`src/rtl/mem_stage.sv`:
```
// MEM stage: registers EX results, runs SRAM / memory-mapped UART load-store
// sequences and stalls upstream while a multi-cycle access is in flight.
//
//  state     | meaning
//  ----------+-----------------------------------------------------------
//  IDLE      | accepting requests; 1-cycle ops complete from here
//  RD        | SRAM read, ce_n/oe_n low, data sampled on exit
//  WR_SETUP  | SRAM write setup, ce_n low, bus driven
//  WR_PULSE  | SRAM write strobe, we_n low
//  WR_HOLD   | SRAM write hold, we_n high, bus still driven
//  UWR_WAIT  | waiting for UART transmitter to drain
//  UWR_PULSE | UART write strobe, wrn low, bus driven
//  URD1      | UART read strobe, first cycle
//  URD2      | UART read strobe, second cycle, byte sampled on exit
module mem_stage #(
    parameter int          RAM_AW         = 18,
    parameter logic [15:0] UART_DATA_ADDR = 16'hBF00,
    parameter logic [15:0] UART_STAT_ADDR = 16'hBF01
) (
    input  logic              clk,
    input  logic              rst,
    input  logic              ex_valid,
    input  logic [15:0]       ex_alu_res,
    input  logic [15:0]       ex_wdata,
    input  logic              ex_mem_read,
    input  logic              ex_mem_write,
    input  logic              ex_reg_write,
    input  logic [3:0]        ex_rd,
    output logic              stall,
    output logic              mem_valid,
    output logic              mem_reg_write,
    output logic [3:0]        mem_rd,
    output logic [15:0]       mem_wb_data,
    output logic [RAM_AW-1:0] ram_addr,
    output logic [15:0]       ram_data_out,
    output logic              ram_data_oe,
    input  logic [15:0]       ram_data_in,
    output logic              ram_ce_n,
    output logic              ram_oe_n,
    output logic              ram_we_n,
    output logic              uart_rdn,
    output logic              uart_wrn,
    input  logic              uart_data_ready,
    input  logic              uart_tbre,
    input  logic              uart_tsre
);

    typedef enum logic [3:0] {
        IDLE, RD, WR_SETUP, WR_PULSE, WR_HOLD, UWR_WAIT, UWR_PULSE, URD1, URD2
    } state_t;

    state_t      state, state_nxt;
    logic        lat_reg_write;
    logic [3:0]  lat_rd;
    logic        is_stat, is_udata, tx_empty, done;

    assign is_stat  = (ex_alu_res == UART_STAT_ADDR);
    assign is_udata = (ex_alu_res == UART_DATA_ADDR);
    assign tx_empty = uart_tbre & uart_tsre;
    assign stall    = (state != IDLE);
    assign done     = (state == RD) || (state == WR_HOLD) ||
                      (state == UWR_PULSE) || (state == URD2);

    always_ff @(posedge clk or posedge rst) begin
        if (rst) state <= IDLE;
        else     state <= state_nxt;
    end

    // Strobes depend on the state register alone.
    always_comb begin
        state_nxt   = state;
        ram_ce_n    = 1'b1;
        ram_oe_n    = 1'b1;
        ram_we_n    = 1'b1;
        ram_data_oe = 1'b0;
        uart_rdn    = 1'b1;
        uart_wrn    = 1'b1;
        case (state)
            IDLE: begin
                if (ex_valid) begin
                    if (ex_mem_write) begin
                        if (is_udata)      state_nxt = UWR_WAIT;
                        else if (!is_stat) state_nxt = WR_SETUP;
                    end else if (ex_mem_read) begin
                        if (is_udata)      state_nxt = URD1;
                        else if (!is_stat) state_nxt = RD;
                    end
                end
            end
            RD: begin
                ram_ce_n  = 1'b0;
                ram_oe_n  = 1'b0;
                state_nxt = IDLE;
            end
            WR_SETUP: begin
                ram_ce_n    = 1'b0;
                ram_data_oe = 1'b1;
                state_nxt   = WR_PULSE;
            end
            WR_PULSE: begin
                ram_ce_n    = 1'b0;
                ram_we_n    = 1'b0;
                ram_data_oe = 1'b1;
                state_nxt   = WR_HOLD;
            end
            WR_HOLD: begin
                ram_ce_n    = 1'b0;
                ram_data_oe = 1'b1;
                state_nxt   = IDLE;
            end
            UWR_WAIT: begin
                if (tx_empty) state_nxt = UWR_PULSE;
            end
            UWR_PULSE: begin
                uart_wrn    = 1'b0;
                ram_data_oe = 1'b1;
                state_nxt   = IDLE;
            end
            URD1: begin
                uart_rdn  = 1'b0;
                state_nxt = URD2;
            end
            URD2: begin
                uart_rdn  = 1'b0;
                state_nxt = IDLE;
            end
            default: state_nxt = IDLE;
        endcase
    end

    always_ff @(posedge clk or posedge rst) begin
        if (rst) begin
            mem_valid     <= 1'b0;
            mem_reg_write <= 1'b0;
            mem_rd        <= 4'd0;
            mem_wb_data   <= 16'd0;
            ram_addr      <= '0;
            ram_data_out  <= 16'd0;
            lat_reg_write <= 1'b0;
            lat_rd        <= 4'd0;
        end else begin
            mem_valid     <= 1'b0;
            mem_reg_write <= 1'b0;
            if (state == IDLE && ex_valid) begin
                ram_addr      <= RAM_AW'(ex_alu_res);
                ram_data_out  <= ex_wdata;
                lat_reg_write <= ex_reg_write & ~ex_mem_write;
                lat_rd        <= ex_rd;
                if (ex_mem_write) begin
                    // Store to the status register completes as a no-op.
                    if (is_stat) begin
                        mem_valid <= 1'b1;
                        mem_rd    <= ex_rd;
                    end
                end else if (ex_mem_read) begin
                    if (is_stat) begin
                        mem_valid     <= 1'b1;
                        mem_reg_write <= ex_reg_write;
                        mem_rd        <= ex_rd;
                        mem_wb_data   <= {14'd0, uart_data_ready, tx_empty};
                    end
                end else begin
                    mem_valid     <= 1'b1;
                    mem_reg_write <= ex_reg_write;
                    mem_rd        <= ex_rd;
                    mem_wb_data   <= ex_alu_res;
                end
            end
            if (done) begin
                mem_valid     <= 1'b1;
                mem_reg_write <= lat_reg_write;
                mem_rd        <= lat_rd;
            end
            if (state == RD)   mem_wb_data <= ram_data_in;
            if (state == URD2) mem_wb_data <= {8'h00, ram_data_in[7:0]};
        end
    end

endmodule
```
`config.mk`:
```
export PLATFORM = sky130hd
export DESIGN_NAME = mem_stage
export DESIGN_NICKNAME = d
export VERILOG_FILES = /design/src/rtl/mem_stage.sv
export SDC_FILE = /design/constraint.sdc
export NUM_CORES = 1
export LEC_CHECK = 0
export ABC_AREA = 1
export BUFFER_PORTS_ARGS = -buffer_cell sky130_fd_sc_hd__buf_2
export CORE_UTILIZATION = 35
export CTS_CLUSTER_SIZE = 14
export DETAILED_ROUTE_END_ITERATION = 10
export SLEW_MARGIN = 15
export SYNTH_ARGS = -nofsm -noshare
export SYNTH_HDL_FRONTEND = slang
export SYNTH_SLANG_ARGS = --single-unit
```
`constraint.sdc`:
```
create_clock -name clk -period 2.8 [get_ports clk]
set_input_delay 0.28 -clock clk [delete_from_list [all_inputs] [get_ports clk]]
set_output_delay 0.28 -clock clk [all_outputs]
set_load 0.01 [all_outputs]
```
Word level (Yosys, flattened, before mapping)
Index checks and enable logic that the tools add are counted.

storage, ports and cells
  register bits = 63
  input port bits = 61
  output and inout bits = 63
  word-level logic and storage cells = 77

cells by class
  eq/ne operators = 16
  multiplexer cells = 36
  bitwise logic cells = 3
  reduce and logical (&&, ||, !) cells = 13

operator list
  operator                                               number
  2-to-1 mux 16 bit                                      6
  2-to-1 mux 4 bit                                       13
  == test 16 bit, second input constant                  2
  one-hot mux 4 bit (5 select lines)                     1
  == test 4 x 3 -> 1 bit, second input constant          4
  2-to-1 mux 1 bit                                       16
  == test 4 x 2 -> 1 bit, second input constant          2
  OR reduction 4 bit                                     2
  inequality test 3 bit, second input constant           2
  == test 4 x 1 -> 1 bit, second input constant          1
  == test 4 bit, second input constant                   1
  zero test 4 bit                                        1
  inequality test 2 bit, second input constant           2
  inequality test 4 x 1 -> 1 bit, second input constant  1
  AND reduction 4 bit                                    1
  nonzero test 4 bit                                     1
  logical OR 1 bit                                       3
  inequality test 3 x 1 -> 1 bit, second input constant  1
  AND reduction 3 bit                                    1
  nonzero test 3 bit                                     1
  bitwise AND 1 bit                                      2
  nonzero test 2 bit                                     1
  OR reduction 2 bit                                     1
  logical AND 1 bit                                      1
  NOT 1 bit                                              1

Logic depth before layout (Yosys ltp)
Gate-level depths: netlist of the first run.

  depth in word-level cells = 7
  depth in mapped cells = 11
  depth with buffers taken out = 11

Least setup slack after synthesis of the first run
Ideal clock, no wire load.

  kind = register to register
  from = register state[0]
  to = register mem_wb_data[0]
  library setup time = 0.117 ns
  data arrival time = 1.367 ns
  data required time = 2.683 ns
  setup slack = 1.316 ns
  cell stages (with the launch flop) = 12
  buffers on the path = 3
  clock period less this slack = 1.484 ns
  cells stage by stage = dfrtp_1 -> buf_6 -> nor2_4 -> nand3_2 -> buf_6 -> nand3_2 -> nand2_2 -> inv_4 -> nand2_4 -> buf_6 -> nand2_1 -> nand2_1

on the way
  word-level cells in the longest chain between the ends = 4
  elaborated cells between the ends (all ways) = 10
  classes of those cells = eq/ne (4); mux (2); reduce/logical (4)

ends and longest elaborated chain
  element                                                         RTL line  text
  from (decl)                                                     52        state_t state, state_nxt;
  from (signal assigned)                                          66        else state <= state_nxt;
  branches (longest 4 deep; another with == test 4 x 1 -> 1 bit)  --
  to (signal assigned)                                            160       mem_wb_data <= {14'd0, uart_data_ready, tx_empty};
  to (signal assigned)                                            166       mem_wb_data <= ex_alu_res;
  to (signal assigned)                                            174       if (state == RD) mem_wb_data <= ram_data_in;
  to (decl)                                                       33        output logic [15:0] mem_wb_data,

Parallel ways; which one is timed is not known.
A chain may end at the register's enable or synchronous reset.

Worst setup path after layout of the first run
  from = register state[0]
  to = register mem_rd[3]

on the way
  word-level cells in the longest chain between the ends = 5
  elaborated cells between the ends (all ways) = 11
  classes of those cells = eq/ne (4); mux (1); reduce/logical (6)

ends and longest elaborated chain
  element                                                                  RTL line  text
  == test 4 x 1 -> 1 bit / == test 4 x 3 -> 1 bit (equally long branches)  61        assign done = (state == RD) || (state == WR_HOLD) ||
  logical OR 1 bit (2 in a row)                                            61
  logical OR 1 bit                                                         62        (state == UWR_PULSE) || (state == URD2);
  2-to-1 mux 4 bit / nonzero test 2 bit (equally long branches)            --
  to (signal assigned)                                                     159       mem_rd <= ex_rd;
  to (signal assigned)                                                     165       mem_rd <= ex_rd;
  to (signal assigned)                                                     172       mem_rd <= lat_rd;
  to (decl)                                                                32        output logic [3:0] mem_rd,

Parallel ways exist; a longest one is shown, timed or not.

==> out/qor.txt, run 1 <==
STATUS
----------------------------------------------------------------------------------
Outcome                                                                  completed

TIMING
----------------------------------------------------------------------------------
Fin crit period                                                            2083 ps
Clock skew after layout                                                   11.55 ps
Final-report hold violation count                                                0
Unrepaired setup endpoints after global routing                              false
Total count of max-transition violations in the final report                     0
Count of final setup violators                                                   0
Final period utilization                                                    74.40%
Setup TNS after final layout                                                  0 ps
Upper clock frequency limit                                             0.4800 GHz

FLOORPLANNING
----------------------------------------------------------------------------------
Chip height                                                               97.42 um
Number of top-level design ports                                               124
Horizontal die dimension                                                  97.42 um
Core ar.                                                              0.008763 sq mm
Overall die area                                                      0.009491 sq mm
Initial standard-cell utilization of the core                               36.36%
Standard-cell row count                                                         34

ROUTE
----------------------------------------------------------------------------------
Number of nets with antenna violations after routing                             0
Pre-Repair DR Iteration Count                                                    4
Post-DR wirelength/cell                                                   13.01 um
DRT iter0 DRCs                                                                 137
Met3 wire len                                                               506 um
Final wirelength                                                          8.532 mm
Total length of routed met2 wires                                         3.991 mm
Top sig layer                                                                 met4
Met1 Wirelength                                                           3.864 mm
Total via count after detailed routing                                        3043
Detailed-route DRC error count                                                   0
Average vias per placed instance                                             4.639

HOLD PATH
----------------------------------------------------------------------------------
Worst Hold Path EP                                                    ram_data_out[6]
Depth of the worst hold-timing path                                              3
Type of the worst min-delay path                                            in2reg
Worst min-delay path startpoint                                        ex_wdata[6]

CLOCK NETWORK
----------------------------------------------------------------------------------
Clock root buffer                                                     sky130_fd_sc_hd__clkbuf_8
Later-pin clock latency in the skew report                                  350 ps
Register clock-pin slew on the reported worst setup and hold paths           80 ps
TritonCTS clock tree                                                         built
Maximum level of the CTS H-tree                                                  3
Total clock buffers created by CTS                                               9
CTS sink count                                                                  63
Max Buffers Root-to-Sink                                                         2

LOGIC SYNTHESIS
----------------------------------------------------------------------------------
Synth Area per Inst                                                    7.552 sq um
Yosys reg bits                                                                  63
Number of enable flip-flop cells after synthesis                                 0
Library cells used by synthesis                                                 26
Gate count after technology mapping                                            422
Fraction of synthesis flops using an asynchronous set or reset pin          100.0%
Most used DFF post-synth                                              sky130_fd_sc_hd__dfrtp_1
Sequential-to-total area share from yosys stat                              49.47%
Yosys warning total                                                              0
Post-synthesis instance area                                          0.003187 sq mm

GLOBAL ROUTING
----------------------------------------------------------------------------------
Number of antenna violations at the first check in global routing                0
Global-route wire length before repair                                    14.21 mm
Total congestion overflow                                                        0
Combined global-route utilization of all metal layers                       18.92%
Largest net degree at the start of global routing                               29
Number of global-route vias before repair                                     2920

POWER AND IR DROP
----------------------------------------------------------------------------------
Leak                                                                      2.398 nW
Pwr dens                                                              1042 mW/mm^2
Maximum resistive drop on vdd                                            0.3884 mV

WORST SETUP PATH
----------------------------------------------------------------------------------
Arrival time at the worst endpoint                                         2310 ps
Critical register-to-register path endpoint                              mem_rd[3]
Launching point of the worst reg2reg path                                 state[0]
Required time reported for the critical path endpoint                      3030 ps
Critical Path, Cell by Cell                                           nor2_4 > nand3_2 > inv_2 > nor2_1 > a21oi_1 > nand2_1
Slowest-stage cell, CP                                                sky130_fd_sc_hd__inv_2
Category of the worst setup path launch point                            flip-flop
Category of the worst setup path capture point                           flip-flop
Delay of the slowest cell on the worst path                                 510 ps
Slack of the worst reg-to-reg path                                          720 ps
Depth of the most critical reg-to-reg path                                       6
Startpoint-to-endpoint class of the critical path                          reg2reg
CP Max Fanout                                                                   28

CELLS AND AREA
----------------------------------------------------------------------------------
Fillers                                                                        929
Diode count                                                                      0
Post-layout utilization of the core                                         46.33%
Final Instance Count excl. Fillers                                             656
Layout overhead on the synthesized area                                     27.40%
Share of final-layout standard cells stronger than drive strength 1         28.47%
Final net count                                                                607

PLACEMENT
----------------------------------------------------------------------------------
Last weighted congestion value of the routability-driven placer             0.8351
Half-perimeter wire length of the detailed placement result               6.464 mm
Placed cell count                                                              639
Number of buffer cells added on primary ports                                  121

RUN
----------------------------------------------------------------------------------
Max-capacitance violation count                                                  0

[worst max path at each step]
stage                     startpoint        end  slack, ps  depth (start not counted)
final                       state[0]  mem_rd[3]        720                          6
after floorplan                  rst  lat_rd[0]        950                          1
after detailed placement    state[0]  mem_rd[2]        720                          6
after global routing        state[0]  mem_rd[3]        520                          6
after CTS                   state[0]  mem_rd[3]        690                          6
after global placement      state[0]  mem_rd[2]        800                          6
[metrics by stage]
stage / hold slack, ps / power (mW) / setup WS (ps) / instance area [sq um]
after global routing: 127.8 / 4.602 / 523.4 / 4060
final: 128.8 / 4.230 / 716.8 / 4060
after detailed placement: 316.0 / 3.459 / 722.7 / 3851
after floorplan: 389.6 / 2.786 / 950.3 / 3191
after global placement: 314.4 / 3.415 / 795.6 / 3851
after CTS: 113.2 / 4.286 / 685.9 / 4060
[where the power goes]
part           leakage, nW  switching, mW  internal, mW  total [mW]
Sequential           0.795          0.237          1.32        1.56
Clock                0.103          0.377         0.436       0.812
Combinational         1.50           1.17         0.684        1.86
Total                 2.40           1.79          2.44        4.23
[cell usage in the layout (no fill, tap or decap), types with 2 or more instances in the layout]
cell type / n
sky130_fd_sc_hd__nand2_1: 165
sky130_fd_sc_hd__buf_2: 121
sky130_fd_sc_hd__dfrtp_1: 63
sky130_fd_sc_hd__nor2_1: 43
sky130_fd_sc_hd__inv_1: 36
sky130_fd_sc_hd__o21ai_0: 34
sky130_fd_sc_hd__nand3_1: 31
sky130_fd_sc_hd__clkbuf_8: 10
sky130_fd_sc_hd__a21oi_1: 5
sky130_fd_sc_hd__nand3_2: 4
sky130_fd_sc_hd__inv_2: 4
sky130_fd_sc_hd__buf_4: 4
sky130_fd_sc_hd__ha_1: 3
sky130_fd_sc_hd__nor2_4: 2
sky130_fd_sc_hd__nand2_2: 2
sky130_fd_sc_hd__nand3_4: 2
sky130_fd_sc_hd__nor4_1: 2
sky130_fd_sc_hd__a31oi_1: 2
sky130_fd_sc_hd__conb_1: 2
sky130_fd_sc_hd__clkinv_4: 2
sky130_fd_sc_hd__clkinv_2: 2
[cells in the mapped netlist (3+ instances only)]
library cell               count  area, sq um
sky130_fd_sc_hd__nand2_1     165        619.3
sky130_fd_sc_hd__dfrtp_1      63         1577
sky130_fd_sc_hd__nor2_1       43        161.4
sky130_fd_sc_hd__inv_1        37        138.9
sky130_fd_sc_hd__o21ai_0      34        170.2
sky130_fd_sc_hd__nand3_1      31        155.2
sky130_fd_sc_hd__clkbuf_1      6        22.52
sky130_fd_sc_hd__a21oi_1       5        25.02
sky130_fd_sc_hd__buf_2         4        20.02
sky130_fd_sc_hd__buf_6         4        45.04
sky130_fd_sc_hd__nand3_2       4        40.04
sky130_fd_sc_hd__buf_4         3        22.52
sky130_fd_sc_hd__ha_1          3        37.54
sky130_fd_sc_hd__inv_2         3        11.26
[kinds of logic after synthesis]
group / share of synthesized area (%)
adder cells (fa/ha/maj): 1.178
AND/OR/NAND/NOR: 33.76
flip-flops: 49.47
buffers and inverters: 8.480
AO/OA/AOI/OAI: 6.989
other: 0.1177
[metal layers]
metal | GRT usage [%] | vias to the layer above
met2 | 29.80 | 94
met4 | 9.050 | 0
met1 | 24.50 | 1384
li1 | - | 1554
met3 | 4.460 | 11
met5 | 0 | -
[registers in the layout, summed over array words and instances (netlist names)]
register / count
mem_reg_write: 1
ram_data_out: 16
ram_addr: 16
state: 4
lat_reg_write: 1
mem_wb_data: 16
lat_rd: 4
mem_valid: 1
mem_rd: 4
[critical path, delay by kind of cell (launching register included)]
family,cells,cell delay (ps)
AOI/OAI and AO/OA,1,170
DFF,1,490
and+or+nand+nor,4,790
buffers and inverters,1,510
[what timing repair did]
| item | in CTS | in global routing |
|---|---|---|
| buffers inserted | 0 | 0 |
| hold endpoints to repair | 19 | 0 |
| hold buffers | 1 | 0 |
| gates resized for setup | 0 | 0 |
[final cells by class]
cell class | instances | area (sq um) | share of cell area (%)
multi-input combinational | 301 | 1344 | 33.10
clock buffer | 11 | 141.4 | 3.482
inverter | 42 | 160.2 | 3.945
clock inverter | 5 | 57.56 | 1.418
timing repair buffer | 126 | 645.6 | 15.90
tap | 108 | 135.1 | 3.328
sequential | 63 | 1577 | 38.83
Power figures use the tool's default switching activity.
==> inputs of run 2 (changes only) <==
--- a/config.mk
+++ b/config.mk
@@ -5,7 +5,7 @@
 export SDC_FILE = /design/constraint.sdc
 export NUM_CORES = 1
 export LEC_CHECK = 0
-export ABC_AREA = 1
+export ABC_AREA = 0
 export BUFFER_PORTS_ARGS = -buffer_cell sky130_fd_sc_hd__buf_2
 export CORE_UTILIZATION = 35
 export CTS_CLUSTER_SIZE = 14
==> constraint.sdc (replaced) <==
create_clock -name clk -period 2.1 [get_ports clk]
set_input_delay 0.21 -clock clk [delete_from_list [all_inputs] [get_ports clk]]
set_output_delay 0.21 -clock clk [all_outputs]
set_load 0.01 [all_outputs]
==> run 2 against run 1 <==
Effect of this change: die area is 5.2% lower; largest power group unchanged; first-iteration DRC count shrank 27%; final area decreased by 1.7%; critical endpoint is now stall; via count fell by 16%; cell count shrank 23%.
==> out/qor.txt, run 2 <==
POWER AND IR DROP
----------------------------------------------------------------------------------
Post-route total power                                                    5.944 mW   +41%
Leak                                                                      1.890 nW   -21%
Pwr dens                                                              1489 mW/mm^2   +43%
Maximum resistive drop on vdd                                            0.6676 mV   +72%

CELLS AND AREA
----------------------------------------------------------------------------------
Layout overhead on the synthesized area                                     32.30%
Final std cell area, no fill                                          0.003993 sq mm   -1.7%
Diode count                                                                      0   unchanged
Most used cells in the layout excluding fill and tap cells            sky130_fd_sc_hd__buf_2, sky130_fd_sc_hd__dfrtp_1, sky130_fd_sc_hd__mux2_2
Most common library cell in the layout ignoring fill and taps         sky130_fd_sc_hd__buf_2
Final net count                                                                460   -24%
Post-layout utilization of the core                                         48.11%   +1.8 points
Share of final-layout standard cells stronger than drive strength 1         48.75%   +20 points
Fillers                                                                        823   -11%
Biggest registers after layout                                        mem_wb_data (16), ram_addr (16), ram_data_out (16)

FLOORPLANNING
----------------------------------------------------------------------------------
Standard-cell row count                                                         33   -2.9%
Initial standard-cell utilization of the core                               36.36%   about the same
Horizontal die dimension                                                  94.86 um   -2.6%
Core ar.                                                              0.008299 sq mm   -5.3%
Overall die area                                                      0.008997 sq mm   -5.2%
Chip height                                                               94.86 um   -2.6%
Number of top-level design ports                                               124   unchanged

GLOBAL ROUTING
----------------------------------------------------------------------------------
Global-route wire length before repair                                    12.80 mm   -9.9%
Number of global-route vias before repair                                     2541   -13%
Largest net degree at the start of global routing                               37   +28%
Number of antenna violations at the first check in global routing                0   unchanged
Total congestion overflow                                                        0   unchanged
Combined global-route utilization of all metal layers                       19.02%   +0.10 points

LOGIC SYNTHESIS
----------------------------------------------------------------------------------
Post-synthesis instance area                                          0.003018 sq mm   -5.3%
Synth cell count leaders                                              sky130_fd_sc_hd__dfrtp_1, sky130_fd_sc_hd__mux2_2, sky130_fd_sc_hd__a21oi_1
Sequential-to-total area share from yosys stat                              52.24%   +2.8 points
Fraction of synthesis flops using an asynchronous set or reset pin          100.0%   unchanged
Gate count after technology mapping                                            264   -37%
Most used DFF post-synth                                              sky130_fd_sc_hd__dfrtp_1
Leading cell types by total area after synthesis                      sky130_fd_sc_hd__dfrtp_1, sky130_fd_sc_hd__mux2_2, sky130_fd_sc_hd__a21oi_1
Synth top area share                                                        52.24%   +2.8 points
Library cells used by synthesis                                                 42   +62%
Number of enable flip-flop cells after synthesis                                 0   unchanged
Cell taking the most area after synthesis                             sky130_fd_sc_hd__dfrtp_1
Yosys reg bits                                                                  63   unchanged
Synth Area per Inst                                                    11.43 sq um   +51%
Count leader, synth                                                   sky130_fd_sc_hd__dfrtp_1
Yosys warning total                                                              0   unchanged

TIMING
----------------------------------------------------------------------------------
Worst-Margin Slew                                                         679.6 ps
Worst slew margin relative to its limit                                     54.08%
Final period utilization                                                    91.73%
Clock skew after layout                                                   14.54 ps   +2.996 ps
Final-report hold violation count                                                0   unchanged
Unrepaired setup endpoints after global routing                              false
Hold slack                                                                88.22 ps   -40.53 ps
Total count of max-transition violations in the final report                     0   unchanged
Count of final setup violators                                                   0   unchanged
Fin crit period                                                            1926 ps
Setup TNS after final layout                                                  0 ps   unchanged
Upper clock frequency limit                                             0.5191 GHz

ROUTE
----------------------------------------------------------------------------------
Detailed-route DRC error count                                                   0   unchanged
Total via count after detailed routing                                        2543   -16%
DRT iter0 DRCs                                                                 100   -27%
Final wirelength                                                          7.945 mm   -6.9%
Pre-Repair DR Iteration Count                                                    6   +2
Average vias per placed instance                                             5.036   +8.6%
Number of nets with antenna violations after routing                             0   unchanged
Post-DR wirelength/cell                                                   15.73 um   +21%

WORST SETUP PATH
----------------------------------------------------------------------------------
Startpoint-to-endpoint class of the critical path                          reg2out
CP Max Fanout                                                                   11   -61%
Required time reported for the critical path endpoint                      1890 ps   -1140 ps
Category of the worst setup path launch point                            flip-flop
Arrival time at the worst endpoint                                         1720 ps   -590 ps
Category of the worst setup path capture point                          output pin

CLOCK NETWORK
----------------------------------------------------------------------------------
Total clock buffers created by CTS                                               9   unchanged
Maximum level of the CTS H-tree                                                  3   unchanged
Later-pin clock latency in the skew report                                  340 ps   about the same
Register clock-pin slew on the reported worst setup and hold paths           80 ps   about the same
PostCTS Resize Cnt                                                               0   unchanged
Max Buffers Root-to-Sink                                                         2   unchanged
TritonCTS clock tree                                                         built
Clock root buffer                                                     sky130_fd_sc_hd__clkbuf_8
CTS sink count                                                                  63   unchanged

PLACEMENT
----------------------------------------------------------------------------------
Post-Place Cell Area                                                  0.003785 sq mm   -1.7%
Number of buffer cells added on primary ports                                  121   unchanged
Last weighted congestion value of the routability-driven placer             0.8153   -2.4%
Half-perimeter wire length of the detailed placement result               5.946 mm   -8.0%

STATUS
----------------------------------------------------------------------------------
Outcome                                                                  completed

RUN
----------------------------------------------------------------------------------
Max-capacitance violation count                                                  0   unchanged

HOLD PATH
----------------------------------------------------------------------------------
Type of the worst min-delay path                                            in2reg

-- run 2: cell types whose count changed in the layout (fill, tap and decap cells not counted), sizes merged, moves of 9 or more --
cell,delta
nor4b,+9
a21oi,+15
nand2,-150
inv,-30
o21ai,-24
buf,+12
o211ai,+9
nand3,-26
mux2,+37
nor2,-34
-- run 2: cell families after synthesis --
group | share of synthesized area [%]
fa+ha+maj | 1.244
other cells | 0.1243
mux | 13.81
simple gates | 14.43
xor+xnor | 0.2903
flops | 52.24
compound gates | 12.98
buf+inv | 4.892
-- run 2: timing repair --
item	in CTS	in global routing
buffers inserted	0	0
endpoints found under the setup margin	0	0
hold buffers	1	0
hold endpoints to repair	27	0
-- run 2: power by group --
group / internal [mW] / switching [mW] / leakage, nW
registers: 1.82 / 0.322 / 0.747
clock network: 0.605 / 0.467 / 0.0985
logic: 1.33 / 1.40 / 1.04
-- run 2: stage by stage --
stage	setup slack [ps]	instances
2_1_floorplan	320.3	265
4_1_cts	162.9	505
6_report	173.6	505
3_5_place_dp	175.0	489
3_3_place_gp	256.9	489
5_1_grt	11.83	505
-- run 2: worst max-delay path, cell delays in order, from the launching register on --
cell and delay (ps):
sky130_fd_sc_hd__dfrtp_1 510, sky130_fd_sc_hd__nor4_4 470, sky130_fd_sc_hd__inv_2 210, sky130_fd_sc_hd__buf_2 190
-- run 2: path summary, 6_finish.rpt --
path,endpoint,cells after the start,slack (ps),start
min in group asynchronous,ram_data_out[12],3,490,rst
min reg2reg,ram_data_out[15],1,500,ram_data_out[15]
max reg2reg,mem_rd[1],4,200,state[0]
max,stall,3,170,state[0]
min,ram_data_out[3],2,90,ex_wdata[3]
max in group asynchronous,mem_wb_data[15],4,1000,rst
-- run 2: routing by layer --
layer / vias to the layer above / track usage (%) / part of all wire (%)
li1: 1227 / - / -
met1: 1216 / 25.96 / 47
met2: 88 / 28.60 / 45
met3: 12 / 4.348 / 6.0
met4: 0 / 8.586 / 1.8
met5: - / 0 / 0
-- run 2: layout make-up --
class	count	area, sq um	area share, %
Timing Repair Buffer	138	748.2	18.74
Tap cell	105	131.4	3.291
Clock buffer	12	155.1	3.886
Sequential cell	63	1577	39.49
Multi-Input combinational cell	173	1297	32.50
Clock inverter	3	42.54	1.065
Inverter	11	41.29	1.034
